--- src/rtl/alu_exec_ctrl_if.sv ---
//==========================================================================
// alu_exec_ctrl_if : decode/ALU/write-back bundle for alu_exec_ctrl. Rev 1.0
//==========================================================================
`default_nettype none

interface alu_exec_ctrl_if #(
  parameter int DW = 32,
  parameter int RW = 4
) ();
  logic          req_valid;
  logic          req_ready;
  logic [3:0]    req_cond;
  logic [3:0]    req_opcode;
  logic          req_s;
  logic [RW-1:0] req_rd;
  logic [DW-1:0] req_rn;
  logic [DW-1:0] req_shop;
  logic          req_shc;
  logic [4:0]    alu_op;
  logic [DW-1:0] alu_a;
  logic [DW-1:0] alu_b;
  logic          alu_cin;
  logic [DW-1:0] alu_r;
  logic [3:0]    alu_flag;
  logic          flag_we;
  logic [3:0]    flag_wdata;
  logic [3:0]    flags;
  logic          wb_valid;
  logic [RW-1:0] wb_rd;
  logic [DW-1:0] wb_data;
  logic          skip;

  modport slave (
    input  req_valid, req_cond, req_opcode, req_s, req_rd, req_rn, req_shop, req_shc,
    input  alu_r, alu_flag, flag_we, flag_wdata,
    output req_ready, alu_op, alu_a, alu_b, alu_cin, flags, wb_valid, wb_rd, wb_data, skip
  );

  modport master (
    output req_valid, req_cond, req_opcode, req_s, req_rd, req_rn, req_shop, req_shc,
    output alu_r, alu_flag, flag_we, flag_wdata,
    input  req_ready, alu_op, alu_a, alu_b, alu_cin, flags, wb_valid, wb_rd, wb_data, skip
  );
endinterface

`default_nettype wire

--- src/rtl/alu_exec_ctrl.sv ---
//==========================================================================
// alu_exec_ctrl : ARM data-processing execute sequencer (IDLE/EVAL/EXEC/WB).
// Macro ALU_COND_EXEC_EN enables condition-code evaluation and skip. Rev 1.0
//==========================================================================
`default_nettype none

module alu_exec_ctrl #(
  parameter int DW = 32,
  parameter int RW = 4
) (
  input  logic           clk,
  input  logic           rst_n,
  alu_exec_ctrl_if.slave bus
);

  typedef enum logic [1:0] {
    S_IDLE = 2'd0,
    S_EVAL = 2'd1,
    S_EXEC = 2'd2,
    S_WB   = 2'd3
  } state_e;

  state_e        state_q, state_d;
  logic [3:0]    op_q;
  logic          s_q;
  logic [RW-1:0] rd_q;
  logic [DW-1:0] rn_q;
  logic [DW-1:0] shop_q;
  logic          shc_q;
  logic [4:0]    alu_op_q;
  logic [DW-1:0] alu_a_q;
  logic [DW-1:0] alu_b_q;
  logic          alu_cin_q;
  logic [3:0]    flags_q;
  logic          wb_valid_q;
  logic [RW-1:0] wb_rd_q;
  logic [DW-1:0] wb_data_q;
  logic          cond_pass;
  logic          is_cmp;
  logic          is_arith;
  logic [3:0]    flags_upd;

  // Compare class is 10xx; arithmetic is 001x, 01xx and 101x.
  assign is_cmp   = (op_q[3:2] == 2'b10);
  assign is_arith = (op_q[3:2] == 2'b01) || (op_q[3:1] == 3'b001) || (op_q[3:1] == 3'b101);
  assign flags_upd = is_arith ? bus.alu_flag
                              : {shc_q, bus.alu_flag[2], flags_q[1], bus.alu_flag[0]};

`ifdef ALU_COND_EXEC_EN
  logic [3:0] cond_q;
  logic       skip_q;

  function automatic logic cond_ok(input logic [3:0] c, input logic [3:0] f);
    logic fc, fz, fv, fn;
    fc = f[3];
    fz = f[2];
    fv = f[1];
    fn = f[0];
    case (c)
      4'h0:    cond_ok = fz;
      4'h1:    cond_ok = !fz;
      4'h2:    cond_ok = fc;
      4'h3:    cond_ok = !fc;
      4'h4:    cond_ok = fn;
      4'h5:    cond_ok = !fn;
      4'h6:    cond_ok = fv;
      4'h7:    cond_ok = !fv;
      4'h8:    cond_ok = fc && !fz;
      4'h9:    cond_ok = !fc || fz;
      4'hA:    cond_ok = (fn == fv);
      4'hB:    cond_ok = (fn != fv);
      4'hC:    cond_ok = !fz && (fn == fv);
      4'hD:    cond_ok = fz || (fn != fv);
      4'hE:    cond_ok = 1'b1;
      default: cond_ok = 1'b0;
    endcase
  endfunction

  assign cond_pass = cond_ok(cond_q, flags_q);

  always_ff @(posedge clk or negedge rst_n) begin
    if (!rst_n) begin
      cond_q <= 4'd0;
      skip_q <= 1'b0;
    end else begin
      if (state_q == S_IDLE && bus.req_valid) cond_q <= bus.req_cond;
      skip_q <= (state_q == S_EVAL) && !cond_pass;
    end
  end

  assign bus.skip = skip_q;
`else
  assign cond_pass = 1'b1;
  assign bus.skip  = 1'b0;
`endif

  always_ff @(posedge clk or negedge rst_n) begin
    if (!rst_n) state_q <= S_IDLE;
    else        state_q <= state_d;
  end

  always_comb begin
    state_d = state_q;
    case (state_q)
      S_IDLE:  if (bus.req_valid) state_d = S_EVAL;
      S_EVAL:  state_d = cond_pass ? S_EXEC : S_IDLE;
      S_EXEC:  state_d = S_WB;
      default: state_d = S_IDLE;
    endcase
  end

  always_ff @(posedge clk or negedge rst_n) begin
    if (!rst_n) begin
      op_q       <= 4'd0;
      s_q        <= 1'b0;
      rd_q       <= '0;
      rn_q       <= '0;
      shop_q     <= '0;
      shc_q      <= 1'b0;
      alu_op_q   <= 5'd0;
      alu_a_q    <= '0;
      alu_b_q    <= '0;
      alu_cin_q  <= 1'b0;
      flags_q    <= 4'd0;
      wb_valid_q <= 1'b0;
      wb_rd_q    <= '0;
      wb_data_q  <= '0;
    end else begin
      wb_valid_q <= 1'b0;
      if (state_q == S_IDLE && bus.req_valid) begin
        op_q   <= bus.req_opcode;
        s_q    <= bus.req_s;
        rd_q   <= bus.req_rd;
        rn_q   <= bus.req_rn;
        shop_q <= bus.req_shop;
        shc_q  <= bus.req_shc;
      end
      if (state_q == S_EVAL && cond_pass) begin
        alu_op_q  <= {1'b0, op_q};
        alu_a_q   <= shop_q;
        alu_b_q   <= rn_q;
        alu_cin_q <= flags_q[3];
      end
      if (state_q == S_EXEC) begin
        wb_data_q  <= bus.alu_r;
        wb_rd_q    <= rd_q;
        wb_valid_q <= !is_cmp;
      end
      // The instruction's own flag update outranks a simultaneous MSR write.
      if (state_q == S_EXEC && (s_q || is_cmp)) flags_q <= flags_upd;
      else if (bus.flag_we)                     flags_q <= bus.flag_wdata;
    end
  end

  assign bus.req_ready = (state_q == S_IDLE);
  assign bus.alu_op    = alu_op_q;
  assign bus.alu_a     = alu_a_q;
  assign bus.alu_b     = alu_b_q;
  assign bus.alu_cin   = alu_cin_q;
  assign bus.flags     = flags_q;
  assign bus.wb_valid  = wb_valid_q;
  assign bus.wb_rd     = wb_rd_q;
  assign bus.wb_data   = wb_data_q;

endmodule

`default_nettype wire

--- src/flat_wrapper.sv ---
// flat-port wrapper written by rule: the top's interface ports become plain ports
module alu_exec_ctrl_flat 
#(
  parameter int DW = 32,
  parameter int RW = 4
)
  (clk, rst_n, bus_req_valid, bus_req_cond, bus_req_opcode, bus_req_s, bus_req_rd, bus_req_rn, bus_req_shop, bus_req_shc, bus_alu_r, bus_alu_flag, bus_flag_we, bus_flag_wdata, bus_req_ready, bus_alu_op, bus_alu_a, bus_alu_b, bus_alu_cin, bus_flags, bus_wb_valid, bus_wb_rd, bus_wb_data, bus_skip);
  alu_exec_ctrl_if #(.DW(DW), .RW(RW)) bus_i ();
  input  logic clk;
  input  logic rst_n;
  input wire logic [$bits(bus_i.req_valid)-1:0] bus_req_valid;
  input wire logic [$bits(bus_i.req_cond)-1:0] bus_req_cond;
  input wire logic [$bits(bus_i.req_opcode)-1:0] bus_req_opcode;
  input wire logic [$bits(bus_i.req_s)-1:0] bus_req_s;
  input wire logic [$bits(bus_i.req_rd)-1:0] bus_req_rd;
  input wire logic [$bits(bus_i.req_rn)-1:0] bus_req_rn;
  input wire logic [$bits(bus_i.req_shop)-1:0] bus_req_shop;
  input wire logic [$bits(bus_i.req_shc)-1:0] bus_req_shc;
  input wire logic [$bits(bus_i.alu_r)-1:0] bus_alu_r;
  input wire logic [$bits(bus_i.alu_flag)-1:0] bus_alu_flag;
  input wire logic [$bits(bus_i.flag_we)-1:0] bus_flag_we;
  input wire logic [$bits(bus_i.flag_wdata)-1:0] bus_flag_wdata;
  output wire logic [$bits(bus_i.req_ready)-1:0] bus_req_ready;
  output wire logic [$bits(bus_i.alu_op)-1:0] bus_alu_op;
  output wire logic [$bits(bus_i.alu_a)-1:0] bus_alu_a;
  output wire logic [$bits(bus_i.alu_b)-1:0] bus_alu_b;
  output wire logic [$bits(bus_i.alu_cin)-1:0] bus_alu_cin;
  output wire logic [$bits(bus_i.flags)-1:0] bus_flags;
  output wire logic [$bits(bus_i.wb_valid)-1:0] bus_wb_valid;
  output wire logic [$bits(bus_i.wb_rd)-1:0] bus_wb_rd;
  output wire logic [$bits(bus_i.wb_data)-1:0] bus_wb_data;
  output wire logic [$bits(bus_i.skip)-1:0] bus_skip;
  assign bus_i.req_valid = bus_req_valid;
  assign bus_i.req_cond = bus_req_cond;
  assign bus_i.req_opcode = bus_req_opcode;
  assign bus_i.req_s = bus_req_s;
  assign bus_i.req_rd = bus_req_rd;
  assign bus_i.req_rn = bus_req_rn;
  assign bus_i.req_shop = bus_req_shop;
  assign bus_i.req_shc = bus_req_shc;
  assign bus_i.alu_r = bus_alu_r;
  assign bus_i.alu_flag = bus_alu_flag;
  assign bus_i.flag_we = bus_flag_we;
  assign bus_i.flag_wdata = bus_flag_wdata;
  assign bus_req_ready = bus_i.req_ready;
  assign bus_alu_op = bus_i.alu_op;
  assign bus_alu_a = bus_i.alu_a;
  assign bus_alu_b = bus_i.alu_b;
  assign bus_alu_cin = bus_i.alu_cin;
  assign bus_flags = bus_i.flags;
  assign bus_wb_valid = bus_i.wb_valid;
  assign bus_wb_rd = bus_i.wb_rd;
  assign bus_wb_data = bus_i.wb_data;
  assign bus_skip = bus_i.skip;
  alu_exec_ctrl #(.DW(DW), .RW(RW)) u_core (.clk(clk), .rst_n(rst_n), .bus(bus_i));
endmodule
--- config.mk ---
export PLATFORM = sky130hd
export DESIGN_NAME = alu_exec_ctrl_flat
export DESIGN_NICKNAME = d
export VERILOG_FILES = /design/src/rtl/alu_exec_ctrl_if.sv /design/src/rtl/alu_exec_ctrl.sv /design/src/flat_wrapper.sv
export SDC_FILE = /design/constraint.sdc
export NUM_CORES = 1
export LEC_CHECK = 0
export ABC_AREA = 1
export CORE_MARGIN = 2
export CORE_UTILIZATION = 49
export CTS_CLUSTER_SIZE = 28
export DETAILED_ROUTE_END_ITERATION = 8
export GPL_TIMING_DRIVEN = 0
export PLACE_DENSITY = 0.81
export SYNTH_ARGS = -nofsm -noshare
export SYNTH_HDL_FRONTEND = slang
export SYNTH_SLANG_ARGS = --single-unit
--- constraint.sdc ---
create_clock -name clk -period 5.1 [get_ports clk]
set_clock_uncertainty 0.1 [all_clocks]
set_input_delay 1.53 -clock clk [delete_from_list [all_inputs] [get_ports clk]]
set_output_delay 1.53 -clock clk [all_outputs]
set_load 0.05 [all_outputs]
==> results of run 1 <==
## sequential cells by signal (all words and copies together) (netlist names)
signal	flops
u_core.shc_q	1
u_core.bus.wb_rd	4
u_core.shop_q	32
u_core.bus.wb_valid	1
u_core.state_q	2
u_core.bus.wb_data	32
u_core.bus.alu_op	4
u_core.s_q	1
u_core.bus.alu_a	32
u_core.op_q	4
u_core.bus.alu_cin	1
u_core.rn_q	32
u_core.rd_q	4
u_core.bus.alu_b	32
u_core.bus.flags	4
## per-layer routing
layer	vias to the layer above	GRT usage, %	routed length (um)
met5	-	0	0
met2	147	37.7	8440
met4	0	7.52	323
met3	22	7.69	1170
li1	2219	-	-
met1	2371	26.3	6580
## power groups by stage
| stage | clock network (W) | logic (W) | registers [W] |
|---|---|---|---|
| finish | 0.00135 | 0.00422 | 0.00264 |
| floorplan | 0 | 0.00136 | 0.00411 |
| global placement | 0 | 0.00415 | 0.00260 |
| global route | 0.00144 | 0.00446 | 0.00274 |
| CTS | 0.00137 | 0.00427 | 0.00265 |
| detailed placement | 0 | 0.00425 | 0.00266 |
## cells in the mapped netlist, drive strengths merged
| cell | number |
|---|---|
| nor2 | 5 |
| inv | 11 |
| mux2 | 139 |
| buf | 25 |
| nand3 | 12 |
| o21ai | 3 |
| nand2 | 125 |
| a21oi | 7 |
| dfrtp | 186 |
| conb | 1 |
| o22ai | 1 |
| ha | 4 |
| clkbuf | 1 |
## worst reg2reg max path, cell delays in order, from the launching register on
cell and delay, ns:
dfrtp_1 0.40, inv_1 0.10, ha_1 0.15, clkbuf_1 0.32, buf_2 0.35, mux2_2 0.38
## cells by family after synthesis
logic type | Yosys count | synth area share, %
adders and majority gates | 4 | 0.699
DFF | 186 | 65.0
AOI/OAI and AO/OA | 11 | 0.786
buffers and inverters | 37 | 2.72
muxes | 139 | 23.1
other | 1 | 0.0524
and+or+nand+nor | 142 | 7.65
## final timing paths
check / startpoint / slack (ns) / endpoint / cells after the start
worst max-delay path: u_core.state_q[1] / 1.48 / bus_req_ready / 3
worst min-delay path: u_core.bus.wb_data[6] / 0.37 / u_core.bus.wb_data[6] / 2
worst max register to register: u_core.state_q[1] / 3.19 / u_core.bus.alu_a[0] / 5
worst min register to register: u_core.bus.wb_data[6] / 0.37 / u_core.bus.wb_data[6] / 2
max in group asynchronous: rst_n / 2.99 / u_core.rn_q[24] / 2
min in group asynchronous: rst_n / 0.98 / u_core.shop_q[24] / 1
## through the flow
step	hold WS (ns)	instances
detailed placement	0.359	934
global route	0.391	966
finish	0.371	966
global placement	0.353	933
floorplan	0.344	521
CTS	0.375	966
## cell type report
class / instances / area, sq um
multi-input combinational: 298 / 2320
timing repair buffer: 229 / 2310
buffer: 26 / 154
clock buffer: 18 / 439
sequential: 186 / 4650
tap: 184 / 230
inverter: 11 / 41.3
clock inverter: 14 / 169
fill: 988 / 4100
## placed cells by master, fill, tap and decap left out, types with 5 or more instances in the layout
master and instances:
mux2_2 115, clkbuf_16 17, clkdlybuf4s50_1 227, a21oi_1 7, nand3_1 12, mux2_4 24
buf_2 15, inv_1 11, dfrtp_1 186, nand2_1 125, nor2_1 5
==> impl_metrics.tcl, run 1 <==
set metrics [dict create \
    drt_drc_violations_left 0 \
    slew-limit-headroom_pct 61.5 \
    peakVddDrop_uv 545 \
    core_area_sq_mm 0.0144 \
    critical_path.cell_chain "inv_1 > ha_1 > clkdlybuf4s50_1" \
    num_cts_buffers 17 \
    synth_top_cells_by_area "dfrtp_1 65%, mux2_2 18%, nand2_1 6.6%" \
    place_worst_setup_slack_ns 1.90 \
    drt_iter0_drc 219 \
    finalSetupTns_ns 0 \
    crit_family "buffers and inverters" \
    cts_setup_buffers 0 \
    cpMaxStageDelayCell "clkdlybuf4s50_1" \
    grt_antenna_before_repair 0 \
    global_route.usage.total_pct 22.1 \
    pwr-share-comb_pct 51.4 \
    timing.final.crit_period_ns 3.62 \
    synthesis.yosys.warnings 0 \
    critical_path_buf_inv_count 2 \
    floorplan.initialDensity_pct 49.7 \
    cts_tree "built" \
    clk_transition_reported_paths_ns 0.06 \
    clkLatencyLatePin_ns 0.42 \
    floorplan_die_area_sq_mm 0.0156 \
    timing.max_cap.violations 0 \
    cellLeakagePower_nw 4.69 \
    grt_remaining_overflow 0 \
    post_drt_via_cell_ratio 4.93 \
    via_count 4759 \
    ys_types 17 \
    layout_net_count 895 \
    total_wirelength_mm 16.5 \
    postSynthAreaPerCell_sq_um 13.8 \
    pwr-share-seq_pct 32.2 \
    first_global_vias 5265 \
    dieHeight_um 125 \
    wl_per_cell_um 17.1 \
    gate_count_of_the_mapped_netlist 520 \
    cts_max_level 4 \
    die_width_um 125 \
    critPathCaptureType "primary output" \
    clock-sinks 186 \
    number_of_endpoints_with_negative_hold_slack_in_the_final_report 0 \
    power_per_cell_area_mw_per_mm2 795 \
    post_dp_hpwl_mm 11.9 \
    worst_pin_slew_ns 0.577 \
    antenna-diode-count 0 \
    timing.critical_path.from_type "flip-flop" \
    timing.final.setup_violations 0 \
    placed_cell_area_sq_mm 0.00971 \
    power.switching_fraction_pct 42.5 \
    cp_max_fo 4 \
    final_area_sq_mm 0.0103 \
    hold_class "reg -> reg" \
    fin_util_pct 71.5 \
    wire_length_of_the_first_global_routing_pass_mm 27.2 \
    layout-area-overhead-vs-synth_pct 44.1 \
    setup_slack_ns 1.48 \
    data_arrival_critical_path_ns 1.99 \
    run_status "finished clean" \
    yosysTopAreaCell "dfrtp_1" \
    internal-power_w 0.00472 \
    critical_path_class "reg -> out" \
    boundaryPins 235 \
    ys_seq_elements 186 \
    root_buffer "clkbuf_16" \
    post_synth_instance_area_sq_mm 0.00716 \
    critical-path-max-stage-delay_ns 0.85 \
    fin_total_pwr_w 0.00821 \
    layout-drive-gt1-share_pct 24.8 \
    maxSlewViolCount 0 \
    gpl.final_weighted_congestion 0.853 \
    buffer_ports.inserted 228 \
    max_freq_mhz 276 \
    first_pass_iters 4 \
    cts_max_path_buffers 2 \
    clockPowerShare_pct 16.4 \
    rows 44 \
    yosysSeqAreaShare_pct 65.0 \
    pin_count_of_the_biggest_net_entering_global_routing 110 \
    antenna_viol_nets_final 0 \
    required_ns 3.47 \
    power.switching_w 0.00349 \
    count_of_cells_resized_by_post_cts_repair 0 \
    final_min_period_over_clock_period_pct 71.1 \
    rsz0062_at_grt "false" \
    post-synth-top-area-fraction_pct 65.0 \
    postCtsHoldBufs 0 \
]
Note: power is estimated with default switching activity, not from simulation.
==> inputs of run 2 (changes only) <==
- CORE_UTILIZATION: 49 -> 41
- PLACE_DENSITY: 0.81 -> 0.71
- clock period: 5.1 -> 3.25 ns (I/O delays scaled with it)
==> impl_metrics.tcl, run 2 (same netlist as run 1, synthesis figures left out) <==
set metrics [dict create \
    floorplan.initialDensity_pct 41.7 \
    cts_setup_buffers 0 \
    clk_transition_reported_paths_ns 0.07 \
    final_area_sq_mm 0.0103 \
    holdCritStartpoint "u_core.bus.wb_data[30]" \
    placed_cell_area_sq_mm 0.00976 \
    critical_path_buf_inv_count 1 \
    first_global_vias 5114 \
    rows 48 \
    antenna_viol_nets_final 0 \
    timing.max_cap.violations 0 \
    layout-drive-gt1-share_pct 24.7 \
    total_wirelength_mm 16.9 \
    post_dp_hpwl_mm 12.5 \
    layout_net_count 895 \
    run_status "finished clean" \
    root_buffer "clkbuf_16" \
    pin_count_of_the_biggest_net_entering_global_routing 96 \
    timing.critical_path.from_type "flip-flop" \
    global_route.usage.total_pct 19.0 \
    hold_class "reg -> reg" \
    gpl.final_weighted_congestion 0.806 \
    count_of_cells_resized_by_post_cts_repair 0 \
    setup_slack_ns 0.510 \
    cts_tree "built" \
    filler_cell_count 1357 \
    drt_drc_violations_left 0 \
    core_area_sq_mm 0.0172 \
    wl_per_cell_um 16.8 \
    timing.final.setup_violations 0 \
    data_arrival_critical_path_ns 1.66 \
    final_min_period_over_clock_period_pct 84.3 \
    place_worst_setup_slack_ns 0.577 \
    maxSlewViolCount 0 \
    mostFrequentLayoutCell "clkdlybuf4s50_1" \
    critical_path.cell_chain "clkdlybuf4s50_1" \
    wire_length_of_the_first_global_routing_pass_mm 26.8 \
    cts_max_path_buffers 2 \
    via_count 4800 \
    crit_family "buffers and inverters" \
    critical-path-max-stage-delay_ns 0.83 \
    postCtsHoldBufs 0 \
    die_width_um 136 \
    post_drt_via_cell_ratio 4.77 \
    rsz0062_at_grt "false" \
    grt_remaining_overflow 0 \
    antenna-diode-count 0 \
    power_per_cell_area_mw_per_mm2 1230 \
    cts_max_level 4 \
    timing.final.crit_period_ns 2.74 \
    buffer_ports.inserted 228 \
    floorplan_die_area_sq_mm 0.0185 \
    cp_max_fo 3 \
    fin_util_pct 60.0 \
    post_layout_nonfiller_instances 1007 \
    boundaryPins 235 \
    critical_path_class "reg -> out" \
    worst_pin_slew_ns 0.704 \
    cpMaxStageDelayCell "clkdlybuf4s50_1" \
    clock-sinks 186 \
    slew-limit-headroom_pct 53.1 \
    clkLatencyLatePin_ns 0.42 \
    hold_slack_ns 0.369 \
    grt_antenna_before_repair 0 \
    dieHeight_um 136 \
    first_pass_iters 4 \
    worst_setup_path_startpoint "u_core.bus.flags[3]" \
    drt_iter0_drc 174 \
    num_cts_buffers 17 \
    placedCellCount 975 \
    number_of_endpoints_with_negative_hold_slack_in_the_final_report 0 \
    rr_startpoint "u_core.state_q[1]" \
    critPathCaptureType "primary output" \
    layout-area-overhead-vs-synth_pct 43.9 \
    required_ns 2.17 \
    most_frequent_cells_in_the_layout "226 x clkdlybuf4s50_1, 186 x dfrtp_1, 125 x nand2_1" \
    cellLeakagePower_nw 4.67 \
    peakVddDrop_uv 673 \
    max_freq_mhz 365 \
]
## run 2: cell types whose count changed in the layout (fill, tap and decap cells not counted)
cell	change
dlymetal6s2s_1	+1
clkbuf_1	+1
clkbuf_8	+1
inv_6	+1
bufinv_16	-3
clkdlybuf4s50_1	-1
## run 2: per-layer routing
| layer | wire, um | global-route usage, % | vias up |
|---|---|---|---|
| li1 | - | - | 2221 |
| met1 | 6810 | 22.8 | 2367 |
| met2 | 8340 | 31.2 | 185 |
| met3 | 1410 | 6.52 | 27 |
| met4 | 387 | 7.99 | 0 |
| met5 | 0 | 0 | - |
## run 2: worst paths after layout
kind	end	slack, ns	cells after the start
setup reg to reg	u_core.bus.alu_a[0]	1.32	5
min in group asynchronous	u_core.bus.wb_data[14]	0.45	1
hold reg to reg	u_core.bus.wb_data[30]	0.37	2
hold / removal	u_core.bus.wb_data[30]	0.37	2
setup / recovery	bus_flags[3]	0.51	1
max in group asynchronous	u_core.bus.alu_op[2]	1.72	2
## run 2: per-stage QoR
step	total power [W]	TNS, ns
CTS	0.0128	0
global route	0.0134	0
global placement	0.0107	-1124.65
finish	0.0127	0
floorplan	0.00858	0
detailed placement	0.0109	0
## run 2: area by class of cell
type / count / area [sq um] / area share [%]
plain buffers: 26 / 154 / 1.49
clock buffers: 20 / 457 / 4.43
clock inverters: 12 / 87.6 / 0.850
inverters: 11 / 41.3 / 0.400
multi-input cells: 298 / 2320 / 22.5
flip-flops and latches: 186 / 4650 / 45.1
well taps: 225 / 282 / 2.73
repair buffers: 229 / 2320 / 22.5
## run 2: where the power goes
group	leakage [nW]	switching (W)	internal, W	total (W)
sequential	2.22	0.000631	0.00352	0.00415
combinational	2.19	0.00397	0.00265	0.00663
clock	0.267	0.000890	0.00103	0.00192
total	4.67	0.00549	0.00720	0.0127
==> inputs of run 3 (changes only) <==
- CORE_UTILIZATION: 41 -> 46
- PLACE_DENSITY: 0.71 -> 0.76
- clock period: 3.25 -> 2.6 ns (I/O delays scaled with it)
==> impl_metrics.tcl, run 3 (same netlist as run 1, synthesis figures left out) <==
set metrics [dict create \
    timing.critical_path.from_type "flip-flop" \
    most_frequent_cells_in_the_layout "226 x clkdlybuf4s50_1, 186 x dfrtp_1, 125 x nand2_1" \
    post_layout_nonfiller_instances 970 \
    rr_startpoint "u_core.state_q[1]" \
    critical_path.reg2reg.endpoint "u_core.bus.alu_b[0]" \
    layout-area-overhead-vs-synth_pct 43.5 \
    drt_drc_violations_left 0 \
    pwr-share-comb_pct 51.9 \
    via_count 4743 \
    buffer_ports.inserted 228 \
    wl_per_cell_um 16.3 \
    data_arrival_critical_path_ns 1.61 \
    critical_path.cell_chain "clkdlybuf4s50_1" \
    maxSlewViolCount 0 \
    rsz0062_at_grt "false" \
    fin_total_pwr_w 0.0159 \
    crit_family "buffers and inverters" \
    placed_cell_area_sq_mm 0.00972 \
    gpl.final_weighted_congestion 0.820 \
    critical-path-max-stage-delay_ns 0.84 \
    placedCellCount 938 \
    wire_length_of_the_first_global_routing_pass_mm 25.5 \
    clkLatencyLatePin_ns 0.41 \
    pin_count_of_the_biggest_net_entering_global_routing 100 \
    critical_path_buf_inv_count 1 \
    required_ns 1.72 \
    cp_max_fo 2 \
    global_route.usage.total_pct 19.8 \
    hold_slack_ns 0.240 \
    drt_iter0_drc 193 \
    timing.max_cap.violations 0 \
    grtUsageMet1_pct 24.0 \
    met2_usage_pct 32.6 \
    layout_net_count 895 \
    timing.final.setup_violations 0 \
    cts_tree "built" \
    clock-sinks 186 \
    timing.final.crit_period_ns 2.49 \
    critical_path_class "reg -> out" \
    regToRegSetupSlack_ns 0.67 \
    peakVddDrop_uv 1230 \
    clk_transition_reported_paths_ns 0.07 \
    grt_antenna_before_repair 0 \
    post_dp_hpwl_mm 11.6 \
    first_pass_iters 4 \
    root_buffer "clkbuf_16" \
    rr_worst_depth 5 \
    layout-drive-gt1-share_pct 24.8 \
    power_per_cell_area_mw_per_mm2 1540 \
    number_of_endpoints_with_negative_hold_slack_in_the_final_report 0 \
    hold_class "in -> async" \
    power.switching_w 0.00681 \
    cts_max_path_buffers 2 \
    first_global_vias 4992 \
    top_usage_layer "met2" \
    critPathCaptureType "primary output" \
    mostFrequentLayoutCell "clkdlybuf4s50_1" \
    groute.layer.met3.usage_pct 7.82 \
    max_freq_mhz 402 \
    pwr-share-seq_pct 32.5 \
    floorplan.initialDensity_pct 47.1 \
    final_min_period_over_clock_period_pct 95.6 \
    internal-power_w 0.00905 \
    cellLeakagePower_nw 4.66 \
    worst_pin_slew_ns 0.656 \
    final_area_sq_mm 0.0103 \
    fin_util_pct 67.6 \
    core_area_sq_mm 0.0152 \
    floorplan_die_area_sq_mm 0.0166 \
    cts_max_level 4 \
    antenna_viol_nets_final 0 \
    filler_cell_count 1073 \
    post_drt_via_cell_ratio 4.89 \
    num_cts_buffers 17 \
    cpMaxStageDelayCell "clkdlybuf4s50_1" \
    antenna-diode-count 0 \
    power.switching_fraction_pct 42.9 \
    clockPowerShare_pct 15.6 \
    dieHeight_um 129 \
    run_status "finished clean" \
    grt_remaining_overflow 0 \
    rows 45 \
    die_width_um 129 \
    boundaryPins 235 \
    total_wirelength_mm 15.8 \
    cp_num_cells 1 \
    slew-limit-headroom_pct 56.3 \
]
==> run 3: stage by stage <==
step | worst slack, ns | TNS [ns]
2_1_floorplan | 0.578 | 0
6_report | 0.113 | 0
3_5_place_dp | 0.158 | 0
4_1_cts | 0.000468 | 0
3_3_place_gp | -6.45 | -1196.73
5_1_grt | 0.0465 | 0
==> run 3: worst max-delay path by stage <==
stage	start	to	slack [ns]
after global routing	u_core.bus.alu_b[17]	bus_alu_b[17]	0.05
after detailed placement	u_core.state_q[0]	bus_req_ready	0.16
final	u_core.bus.wb_rd[0]	bus_wb_rd[0]	0.11
after global placement	rst_n	u_core.bus.wb_data[11]	-6.45
after floorplan	u_core.state_q[0]	u_core.shop_q[10]	0.58
after CTS	u_core.state_q[0]	bus_req_ready	0.0005
==> run 3: area by class of cell <==
class	instances	area, sq um	area share, %
sequential	186	4650	45.3
tap	188	235	2.29
timing repair buffer	229	2310	22.5
inverter	11	41.3	0.402
clock buffer	18	429	4.17
multi-input combinational	298	2320	22.5
clock inverter	14	140	1.36
buffer	26	154	1.50
==> run 3: per-layer routing <==
metal  vias up  wire length [um]
met5         -                 0
met4         0               336
met3        27              1340
met2       158              7700
met1      2330              6430
li1       2228                 -
==> run 3: timing repair <==
item,4_1_cts,5_1_grt
gates resized for setup,2,1
setup buffers,0,0
cloned,0,0
setup endpoints to repair,1,1
hold buffers,0,0
==> run 3: power by group through the flow <==
stage	registers, W	clock network (W)	logic [W]
finish	0.00516	0.00247	0.00823
global route	0.00534	0.00267	0.00871
CTS	0.00517	0.00253	0.00833
detailed placement	0.00520	0	0.00831
global placement	0.00511	0	0.00815
floorplan	0.00806	0	0.00267
